`src/rtl/line_mem_master.sv`:
```
// line_mem_master: initiator for the 128-bit line memory port.
// It services one cache-line miss at a time. Each miss can run an optional
// victim writeback, then a one-cycle bus turnaround, then an optional refill
// read. It reports completion, or an abort when the memory stops answering.
module line_mem_master #(
  parameter int ADDR_W  = 28,
  parameter int TIMEOUT = 1023
) (
  input  logic              clk,
  input  logic              rst,
  input  logic              req_valid,
  output logic              req_ready,
  input  logic              req_dirty,
  input  logic              req_rd_en,
  input  logic [ADDR_W-1:0] req_wb_addr,
  input  logic [127:0]      req_wb_data,
  input  logic [ADDR_W-1:0] req_rd_addr,
  output logic              resp_valid,
  output logic              resp_err,
  output logic [127:0]      resp_rdata,
  output logic              busy,
  output logic              mem_read,
  output logic              mem_write,
  output logic [ADDR_W-1:0] mem_addr,
  output logic [127:0]      mem_wdata,
  input  logic [127:0]      mem_rdata,
  input  logic              mem_ready
);

  typedef enum logic [2:0] {
    S_IDLE = 3'd0,
    S_WB   = 3'd1,
    S_GAP  = 3'd2,
    S_RD   = 3'd3,
    S_DONE = 3'd4
  } state_t;

  // Counter value seen during the last allowed request cycle.
  localparam logic [15:0] CNT_LAST = 16'(TIMEOUT - 1);

  state_t            state_q, state_d;
  logic [15:0]       cnt_q, cnt_d;
  logic              rd_en_q, rd_en_d;
  logic [ADDR_W-1:0] rd_addr_q, rd_addr_d;
  logic              mem_read_q, mem_read_d;
  logic              mem_write_q, mem_write_d;
  logic [ADDR_W-1:0] mem_addr_q, mem_addr_d;
  logic [127:0]      mem_wdata_q, mem_wdata_d;
  logic              resp_valid_q, resp_valid_d;
  logic              resp_err_q, resp_err_d;
  logic [127:0]      resp_rdata_q, resp_rdata_d;

  logic              req_phase;
  logic              to_hit;
  logic              rd_en_eff;
  logic [ADDR_W-1:0] rd_addr_eff;

  // A request is outstanding in WB or RD. Ready in the last cycle still wins.
  assign req_phase = (state_q == S_WB) || (state_q == S_RD);
  assign to_hit    = req_phase && !mem_ready && (cnt_q == CNT_LAST);

  // In IDLE the refill fields come straight from the command port.
  // The captured copies are only valid from the following cycle.
  assign rd_en_eff   = (state_q == S_IDLE) ? req_rd_en   : rd_en_q;
  assign rd_addr_eff = (state_q == S_IDLE) ? req_rd_addr : rd_addr_q;

  // State, timeout counter and all registered outputs; reset clears them.
  always_ff @(posedge clk) begin
    if (rst) begin
      state_q      <= S_IDLE;
      cnt_q        <= '0;
      mem_read_q   <= 1'b0;
      mem_write_q  <= 1'b0;
      mem_addr_q   <= '0;
      mem_wdata_q  <= '0;
      resp_valid_q <= 1'b0;
      resp_err_q   <= 1'b0;
      resp_rdata_q <= '0;
    end else begin
      state_q      <= state_d;
      cnt_q        <= cnt_d;
      mem_read_q   <= mem_read_d;
      mem_write_q  <= mem_write_d;
      mem_addr_q   <= mem_addr_d;
      mem_wdata_q  <= mem_wdata_d;
      resp_valid_q <= resp_valid_d;
      resp_err_q   <= resp_err_d;
      resp_rdata_q <= resp_rdata_d;
    end
  end

  // Captured refill command; pure datapath, so it has no reset.
  always_ff @(posedge clk) begin
    rd_en_q   <= rd_en_d;
    rd_addr_q <= rd_addr_d;
  end

  // Next state, command capture and timeout counter.
  // The victim address and data go straight into the memory output
  // registers on accept, so they need no separate copy.
  always_comb begin
    state_d   = state_q;
    cnt_d     = cnt_q;
    rd_en_d   = rd_en_q;
    rd_addr_d = rd_addr_q;
    case (state_q)
      S_IDLE: begin
        if (req_valid) begin
          rd_en_d   = req_rd_en;
          rd_addr_d = req_rd_addr;
          if (req_dirty)      state_d = S_WB;
          else if (req_rd_en) state_d = S_RD;
          else                state_d = S_DONE;
        end
      end
      S_WB: begin
        if (mem_ready)   state_d = S_GAP;
        else if (to_hit) state_d = S_DONE;
      end
      S_GAP:   state_d = rd_en_q ? S_RD : S_DONE;
      S_RD: begin
        if (mem_ready || to_hit) state_d = S_DONE;
      end
      S_DONE:  state_d = S_IDLE;
      default: state_d = S_IDLE;
    endcase

    if ((state_d != state_q) && ((state_d == S_WB) || (state_d == S_RD))) begin
      cnt_d = '0;
    end else if (req_phase && !mem_ready) begin
      cnt_d = cnt_q + 16'd1;
    end
  end

  // Registered outputs follow the state being entered.
  // Address and write data hold their values between requests.
  // The response pulse lands in the cycle after DONE.
  always_comb begin
    mem_read_d   = (state_d == S_RD);
    mem_write_d  = (state_d == S_WB);
    mem_addr_d   = mem_addr_q;
    mem_wdata_d  = mem_wdata_q;
    resp_valid_d = (state_q == S_DONE);
    resp_err_d   = resp_err_q;
    resp_rdata_d = resp_rdata_q;

    if ((state_q == S_IDLE) && (state_d == S_WB)) begin
      mem_addr_d  = req_wb_addr;
      mem_wdata_d = req_wb_data;
    end else if ((state_q != S_RD) && (state_d == S_RD) && rd_en_eff) begin
      mem_addr_d = rd_addr_eff;
    end

    if ((state_q == S_RD) && mem_ready) begin
      resp_rdata_d = mem_rdata;
    end else if (to_hit) begin
      resp_rdata_d = '0;
    end

    if ((state_d == S_DONE) && (state_q != S_DONE)) begin
      resp_err_d = to_hit;
    end
  end

  assign req_ready  = (state_q == S_IDLE);
  assign busy       = (state_q != S_IDLE);
  assign mem_read   = mem_read_q;
  assign mem_write  = mem_write_q;
  assign mem_addr   = mem_addr_q;
  assign mem_wdata  = mem_wdata_q;
  assign resp_valid = resp_valid_q;
  assign resp_err   = resp_err_q;
  assign resp_rdata = resp_rdata_q;

endmodule
```
`config.mk`:
```
export PLATFORM = sky130hd
export DESIGN_NAME = line_mem_master
export DESIGN_NICKNAME = d
export VERILOG_FILES = /design/src/rtl/line_mem_master.sv
export SDC_FILE = /design/constraint.sdc
export NUM_CORES = 1
export LEC_CHECK = 0
export CAP_MARGIN = 10
export CORE_AREA = 5 5 234 236
export DETAILED_ROUTE_END_ITERATION = 8
export DIE_AREA = 0 0 239 241
export GPL_TIMING_DRIVEN = 0
export PLACE_DENSITY = 0.57
export SLEW_MARGIN = 20
export SYNTH_ARGS = -nofsm -noshare
export SYNTH_HDL_FRONTEND = slang
export SYNTH_SLANG_ARGS = --single-unit
```
`constraint.sdc`:
```
create_clock -name clk -period 8.1 [get_ports clk]
set_clock_uncertainty 0.2 [all_clocks]
set_input_delay 0.81 -clock clk [delete_from_list [all_inputs] [get_ports clk]]
set_output_delay 0.81 -clock clk [all_outputs]
set_load 0.01 [all_outputs]
```
==> impl_metrics.tcl, run 1 <==
set metrics [dict create \
    grt.overflow.total 0 \
    top_layer "met4" \
    final.setup.tns_ns 0 \
    cts-hold-fix-buffers 0 \
    cts-resized-gates 0 \
    rsz0062_at_grt "no" \
    syn_avg_cell_area_um2 9.98 \
    synth_cells 1163 \
    final_common_cell "clkdlybuf4s50_1" \
    ios 608 \
    finalSetupViolations 0 \
    wl_met3_um 4220 \
    first_global_vias 11200 \
    vdd.ir_drop.worst_uv 129 \
    synth_ff_type "dfxtp_1" \
    synth_area_um2 11600 \
    ant_nets 0 \
    routabilityCongestion 0.880 \
    grt_max_degree 14 \
    synth_area_leaders "dfxtp_1 (53%), a22o_1 (12%), nand2_1 (8.6%)" \
    synth_top_area_share_pct 53.0 \
    wl_met1_um 18900 \
    core_um2 52200 \
    r2r_start "state_q[2]$_SDFF_PP0_" \
    grt_pass1_wl_um 68500 \
    portBuffers 607 \
    clk_pin_slew_ns 0.06 \
    layout_common_cells "clkdlybuf4s50_1 (607), dfxtp_1 (307), nand2_1 (266)" \
    cp-start-kind "flop" \
    route.met2.wl_um 23300 \
    finalHoldViolations 0 \
    cpMaxStageDelayCell "clkdlybuf4s50_1" \
    required_ns 7.09 \
    ys_seq_area_share_pct 60.5 \
    worst_pin_slew_ns 0.993 \
    synth_async_sr_flop_share_pct 0 \
    worstPathArrival_ns 2.61 \
    cts_buffers 38 \
    slew_violations 0 \
    track_usage_pct 15.3 \
    drt-pass1-iter-count 4 \
    period_minus_slack_ns 3.62 \
    synth-edff-count 29 \
    drtIter0Drc 443 \
    status "completed" \
    synth_cell_type_count 48 \
    powerDensity_nw_per_um2 211 \
    crit_family "buffers and inverters" \
    vias 11000 \
    holdCritStartpoint "mem_wdata[71]$_SDFFE_PP0P_" \
    start_util_pct 22.2 \
    fp.dieW_um 239 \
    synthToLayoutAreaGrowth_pct 70.4 \
    critPathMaxFanout 10 \
    fin_nets 2133 \
    end_kind "output port" \
    synth_seq_cells 336 \
    h-tree-depth 2 \
    cts_sinks 336 \
    finalCritPeriodShare_pct 44.7 \
    antenna_found_initial 1 \
    die_area_um2 57600 \
    detail_route.wl_per_cell_um 18.9 \
    rrSetupSlack_ns 5.33 \
    wl_um 47800 \
    hold_class "flop to flop" \
    clockBufferDepth 3 \
    max_freq_ghz 0.276 \
    hpwl_um 38000 \
    clock_latency_ns 0.53 \
    path_class "flop to output port" \
    dpl.cell_count 2461 \
    cpPeakStageDelay_ns 0.64 \
    max_slew_margin_pct 33.8 \
    cts_tree "yes" \
    post_cts.repair.setup_buffers 0 \
    path_cells "buf_2 > nor3_2 > clkbuf_1 > clkdlybuf4s50_1" \
    cts_root_buf "clkbuf_16" \
    synth_nets 1483 \
    max-cap-violations 0 \
    synth_top_cell_by_area "dfxtp_1" \
    die_h_um 241 \
    p_leak_nw 7.24 \
    core.rowCount 84 \
    path_buf_inv 3 \
    layout-drive-gt1-share_pct 5.33 \
    viasPerCell 4.33 \
    drc 0 \
    fin_cells 2529 \
    yosys_warnings 0 \
    critPathLaunch "state_q[2]$_SDFF_PP0_" \
]
[cell usage after synthesis (2+ instances only)]
master     instances
xor2_1             3
a21oi_1          165
nor2_1            46
edfxtp_1          29
clkbuf_1          52
nand2b_1           5
a22o_1           156
nor3_1             5
dfxtp_1          307
nand3_1            6
nand3b_1           2
inv_1              3
mux2i_1           28
buf_2             33
or4_1              2
nand2_1          266
nand4_1            4
ha_1               2
nor4_1             5
nor2b_1            2
xnor2_1            8
or3_1              5
buf_1              3
nand4bb_1          2
[registers in the layout, summed over array words and instances (netlist names)]
name,count
cnt_q,16
mem_addr,28
mem_read,1
mem_wdata,128
mem_write,1
rd_addr_q,28
rd_en_q,1
resp_err,1
resp_rdata,128
resp_valid,1
state_q,3
[cells by family after synthesis]
group	share of synthesized area, %
AND/OR/NAND/NOR	13.1
flip-flops	60.5
AO/OA/AOI/OAI	19.6
buffers and inverters	3.41
multiplexers	2.42
XOR/XNOR	0.830
adder cells (fa/ha/maj)	0.216
[report_power, final]
part	internal (mW)	switching, mW
registers	1.77	0.0479
clock network	0.982	0.684
logic	0.360	0.321
[layout make-up]
| type | count | area (um^2) |
|---|---|---|
| Tap cell | 688 | 861 |
| Timing Repair Buffer | 610 | 6100 |
| Clock inverter | 12 | 92.6 |
| Clock buffer | 55 | 1110 |
| Antenna cell | 1 | 2.50 |
| Fill cell | 5242 | 32500 |
| Sequential cell | 336 | 7020 |
| Multi-Input combinational cell | 734 | 4200 |
| Buffer | 90 | 384 |
| Inverter | 3 | 11.3 |
[through the flow]
step                total power [mW]  hold slack, ns  cell area, um^2  utilization (%)  worst slack, ns
finish                          4.17           0.253            19800             37.9             4.48
global route                    4.36           0.271            19800             37.9             4.34
CTS                             4.25           0.254            19800             37.9             4.40
detailed placement              2.55           0.246            18600             35.6             4.47
global placement                2.54           0.242            18500             35.5             2.91
floorplan                       2.12           0.258            11600                -             4.56
[routing by layer]
layer	track usage, %	up-vias
li1	-	5377
met1	17.8	5109
met2	26.2	400
met3	5.63	75
met4	4.95	0
met5	0	-
[worst paths after layout]
path,cells past startpoint,endpoint
setup / recovery,4,req_ready
hold / removal,2,mem_wdata[71]$_SDFFE_PP0P_
setup reg to reg,7,mem_wdata[33]$_SDFFE_PP0P_
hold reg to reg,2,mem_wdata[71]$_SDFFE_PP0P_
[worst register-to-register path, cell delays in order (launching register included)]
cell and delay, ns:
dfxtp_1 0.31, buf_2 0.17, nor3_2 0.50, and3_1 0.27, clkbuf_1 0.61, buf_2 0.36, nand2_1 0.14, a21oi_1 0.13
Note: power is estimated with default switching activity, not from simulation.
==> inputs of run 2 (changes only) <==
Settings changed: CORE_AREA 5 5 234 236 to 5 5 232 234, DIE_AREA 0 0 239 241 to 0 0 237 239, PLACE_DENSITY 0.57 to 0.58.
Clock period 8.1 ns to 3.4 ns, I/O delays scaled along.
==> run 2 against run 1 <==
Effect of this change:
- hold slack lost 0.11 ns
- register-to-register slack lost 4.7 ns
- flip-flop and latch count is the same
- clock power grew to 2.6 times the previous value
- final cell count up 0.16%
- critical path type unchanged
- power grew 150%
==> impl_metrics.tcl, run 2 (same netlist as run 1, synthesis figures left out) <==
set metrics [dict create \
    post_cts.repair.setup_buffers 0 \
    period_minus_slack_ns 3.19 \
    start_util_pct 22.4 \
    cts-hold-fix-buffers 0 \
    detail_route.wl_per_cell_um 18.9 \
    max-cap-violations 0 \
    grt.overflow.total 0 \
    viasPerCell 4.37 \
    track_usage_pct 15.8 \
    slew_violations 0 \
    cts_sinks 336 \
    cts_buffers 40 \
    switching_share_pct 25.1 \
    hold_class "input port to flop" \
    final.setup.tns_ns 0 \
    clock_latency_ns 0.55 \
    die_h_um 239 \
    hpwl_um 37600 \
    cp-start-kind "flop" \
    required_ns 2.86 \
    p_seq_share_pct 42.1 \
    pwr-share-comb_pct 15.8 \
    antenna_found_initial 4 \
    critPathMaxFanout 10 \
    ant_nets 0 \
    vdd.ir_drop.worst_uv 355 \
    core_um2 51800 \
    max_freq_ghz 0.313 \
    routabilityCongestion 0.865 \
    end_kind "output port" \
    finalHoldViolations 0 \
    path_class "flop to output port" \
    max_slew_margin_pct 32.8 \
    fin_nets 2135 \
    fp.dieW_um 237 \
    wl_um 47800 \
    clock_power_share_pct 42.2 \
    grt_pass1_wl_um 69700 \
    portBuffers 607 \
    worstPathArrival_ns 2.65 \
    finalCritPeriodShare_pct 93.8 \
    layout_common_cells "clkdlybuf4s50_1 (607), dfxtp_1 (307), nand2_1 (266)" \
    worst_pin_slew_ns 1.01 \
    drt-pass1-iter-count 6 \
    p_leak_nw 7.30 \
    dpl.cell_count 2461 \
    setup_slack_ns 0.209 \
    fin_cells 2533 \
    cts_tree "yes" \
    preCtsSetupSlack_ns 0.337 \
    final_common_cell "clkdlybuf4s50_1" \
    holdWs_ns 0.139 \
    drtIter0Drc 373 \
    cts_root_buf "clkbuf_16" \
    h-tree-depth 2 \
    p_int_mw 7.72 \
    powerDensity_nw_per_um2 518 \
    core.rowCount 84 \
    p_sw_mw 2.59 \
    clk_pin_slew_ns 0.06 \
    vias 11100 \
    synthToLayoutAreaGrowth_pct 71.5 \
    drc 0 \
    rsz0062_at_grt "no" \
    grt_max_degree 13 \
    ios 608 \
    layout-drive-gt1-share_pct 5.59 \
    cts-resized-gates 0 \
    finalSetupViolations 0 \
    first_global_vias 11300 \
    die_area_um2 56600 \
    clockBufferDepth 3 \
    status "completed" \
]
## run 2: per-layer routing
layer	wire (um)	vias up	track usage, %
met5	21	-	0
met4	991	4	3.92
met3	4290	65	6.55
met2	23400	423	27.3
met1	19100	5198	18.2
li1	-	5381	-
## run 2: metrics by stage
step	power, mW	utilization [%]	cell area [um^2]
global placement	6.04	35.8	18500
floorplan	5.04	-	11600
CTS	10.5	38.4	19900
finish	10.3	38.4	19900
global route	10.8	38.4	19900
detailed placement	6.07	35.8	18600
## run 2: cell type report
cell class / count / area (um^2)
Multi-Input combinational cell: 734 / 4200
Buffer: 90 / 384
Antenna cell: 1 / 2.50
Sequential cell: 336 / 7020
Tap cell: 688 / 861
Fill cell: 5144 / 31900
Timing Repair Buffer: 610 / 6100
Inverter: 3 / 11.3
Clock inverter: 14 / 188
Clock buffer: 57 / 1140
## run 2: worst max-delay path, cell delays in order (launching register included)
cell,delay (ns)
dfxtp_1,0.31
buf_2,0.17
nor3_2,0.51
clkbuf_1,0.48
clkdlybuf4s50_1,0.64
## run 2: final timing paths
| path | start | to | slack (ns) | cells past startpoint |
|---|---|---|---|---|
| worst max register to register | state_q[2]$_SDFF_PP0_ | mem_wdata[42]$_SDFFE_PP0P_ | 0.64 | 7 |
| worst max-delay path | state_q[2]$_SDFF_PP0_ | req_ready | 0.21 | 4 |
| worst min register to register | mem_wdata[40]$_SDFFE_PP0P_ | mem_wdata[40]$_SDFFE_PP0P_ | 0.25 | 2 |
| worst min-delay path | req_wb_data[105] | mem_wdata[105]$_SDFFE_PP0P_ | 0.14 | 3 |
## run 2: power by group through the flow
stage,clock (mW),sequential [mW],combinational (mW)
finish,4.35,4.34,1.62
global route,4.66,4.36,1.76
CTS,4.49,4.34,1.65
detailed placement,0,4.42,1.64
global placement,0,4.42,1.62
floorplan,0,4.49,0.550
==> inputs of run 3 (changes only) <==
Settings changed: CTS_CLUSTER_SIZE set to 14.
Clock period 3.4 ns to 3 ns, I/O delays scaled along.
==> run 3 against run 2 <==
Effect of this change:
- worst setup slack worse by 0.040 ns
- flip-flop and latch count unchanged
- largest cell class unchanged
- clock-buffer cell count is 4 higher
- combinational power increased by 14%
- wire length shrank 1.6%
- die area is the same
- critical path depth unchanged
- design area grew 0.11%
- sequential share of layout area about the same
- non-clock buffer count decreased by 1
- clock power up 12%
==> impl_metrics.tcl, run 3 (same netlist as run 1, synthesis figures left out) <==
set metrics [dict create \
    first_global_vias 11100 \
    synthToLayoutAreaGrowth_pct 71.7 \
    core.rowCount 84 \
    end_kind "output port" \
    die_h_um 239 \
    switching_share_pct 24.5 \
    status "completed" \
    placed_cell_area_um2 18600 \
    clock_latency_ns 0.54 \
    finalInstanceArea_um2 19900 \
    powerDensity_nw_per_um2 584 \
    hold_class "input port to flop" \
    worstPathArrival_ns 2.33 \
    pwr-share-comb_pct 15.8 \
    max-cap-violations 0 \
    routabilityCongestion 0.859 \
    detail_route.wl_per_cell_um 18.6 \
    drt-pass1-iter-count 4 \
    h-tree-depth 2 \
    cpMaxStageDelayCell "clkdlybuf4s50_1" \
    viasPerCell 4.31 \
    p_int_mw 8.79 \
    portBuffers 607 \
    grt.overflow.total 0 \
    cts_tree "yes" \
    required_ns 2.50 \
    holdCritStartpoint "req_wb_data[65]" \
    fin_nets 2132 \
    core_um2 51800 \
    busiest_layer "met2" \
    p_leak_nw 7.31 \
    layout_common_cells "clkdlybuf4s50_1 (607), dfxtp_1 (307), nand2_1 (266)" \
    max_freq_ghz 0.353 \
    post_cts.repair.setup_buffers 0 \
    globalRouteMet3Util_pct 6.15 \
    max_slew_margin_pct 27.6 \
    finalCritPeriodShare_pct 94.4 \
    slew_violations 0 \
    final_common_cell "clkdlybuf4s50_1" \
    cts_root_buf "clkbuf_16" \
    period_minus_slack_ns 2.83 \
    drtIter0Drc 412 \
    drc 0 \
    clockBufferDepth 3 \
    path_class "flop to output port" \
    cpPeakStageDelay_ns 0.60 \
    path_cells "buf_2 > nor3_4 > clkbuf_2 > clkdlybuf4s50_1" \
    clock_power_share_pct 42.0 \
    ant_nets 0 \
    cts_sinks 336 \
    p_sw_mw 2.85 \
    vdd.ir_drop.worst_uv 401 \
    hpwl_um 36800 \
    met2_usage_pct 26.1 \
    antenna_found_initial 3 \
    vias 10900 \
    start_util_pct 22.4 \
    wl_um 47000 \
    fp.dieW_um 237 \
    grt_pass1_wl_um 68200 \
    holdWs_ns 0.111 \
    critPathMaxFanout 10 \
    ios 608 \
    layout-drive-gt1-share_pct 5.54 \
    grt_max_degree 15 \
    path_buf_inv 3 \
    cts-hold-fix-buffers 0 \
    track_usage_pct 15.3 \
    clk_pin_slew_ns 0.06 \
    rsz0062_at_grt "no" \
    finalSetupViolations 0 \
    die_area_um2 56600 \
    worst_pin_slew_ns 1.09 \
    finalHoldViolations 0 \
    p_seq_share_pct 42.2 \
    cts_buffers 38 \
    critPathLaunch "state_q[2]$_SDFF_PP0_" \
    grtUsageMet1_pct 18.1 \
    crit_family "buffers and inverters" \
    r2r_start "state_q[2]$_SDFF_PP0_" \
    cp-start-kind "flop" \
]
==> run 3: path summary, 6_finish.rpt <==
path	to	slack [ns]	cells after the start
min reg2reg	mem_wdata[45]$_SDFFE_PP0P_	0.25	2
max	req_ready	0.17	4
min	mem_wdata[65]$_SDFFE_PP0P_	0.11	3
max reg2reg	mem_wdata[35]$_SDFFE_PP0P_	0.34	7
==> run 3: tightest hold or removal path, stage by stage <==
cell and delay, ns:
clkdlybuf4s50_1 0.39, nand2_1 0.05, a21oi_1 0.05
==> run 3: layout make-up <==
type / instances / area, um^2
sequential: 336 / 7020
fill: 5166 / 31900
inverter: 3 / 11.3
antenna: 2 / 5.00
tap: 688 / 861
clock inverter: 8 / 116
buffer: 90 / 385
timing repair buffer: 609 / 6100
multi-input combinational: 734 / 4210
clock buffer: 61 / 1210
==> run 3: per-stage QoR <==
| stage | TNS, ns | total power [mW] | worst slack, ns | std cells | util (%) |
|---|---|---|---|---|---|
| floorplan | 0 | 5.71 | 0.622 | 1163 | - |
| global placement | -10.10 | 6.83 | -0.351 | 2458 | 35.8 |
| detailed placement | -0.585 | 6.86 | -0.0539 | 2460 | 35.9 |
| CTS | 0 | 11.8 | 0.111 | 2529 | 38.4 |
| global route | 0 | 12.2 | 0.0791 | 2529 | 38.4 |
| finish | 0 | 11.6 | 0.169 | 2531 | 38.4 |
==> run 3: repair_timing <==
| item | CTS | global route |
|---|---|---|
| endpoints found under the setup margin | 2 | 0 |
| hold endpoints to repair | 0 | 0 |
| gates resized for setup | 2 | 0 |
==> run 3: power groups by stage <==
stage               combinational, mW  clock (mW)  sequential, mW
global placement                 1.83           0            5.00
global route                     1.99        5.27            4.94
floorplan                       0.625           0            5.09
finish                           1.84        4.89            4.91
detailed placement               1.85           0            5.01
CTS                              1.87        5.06            4.92
==> run 3: routing by layer <==
layer  up-vias  wire length [um]
met3        64              4470
met2       385             22600
met5         -                 7
met4         2              1120
li1       5381                 -
met1      5083             18900
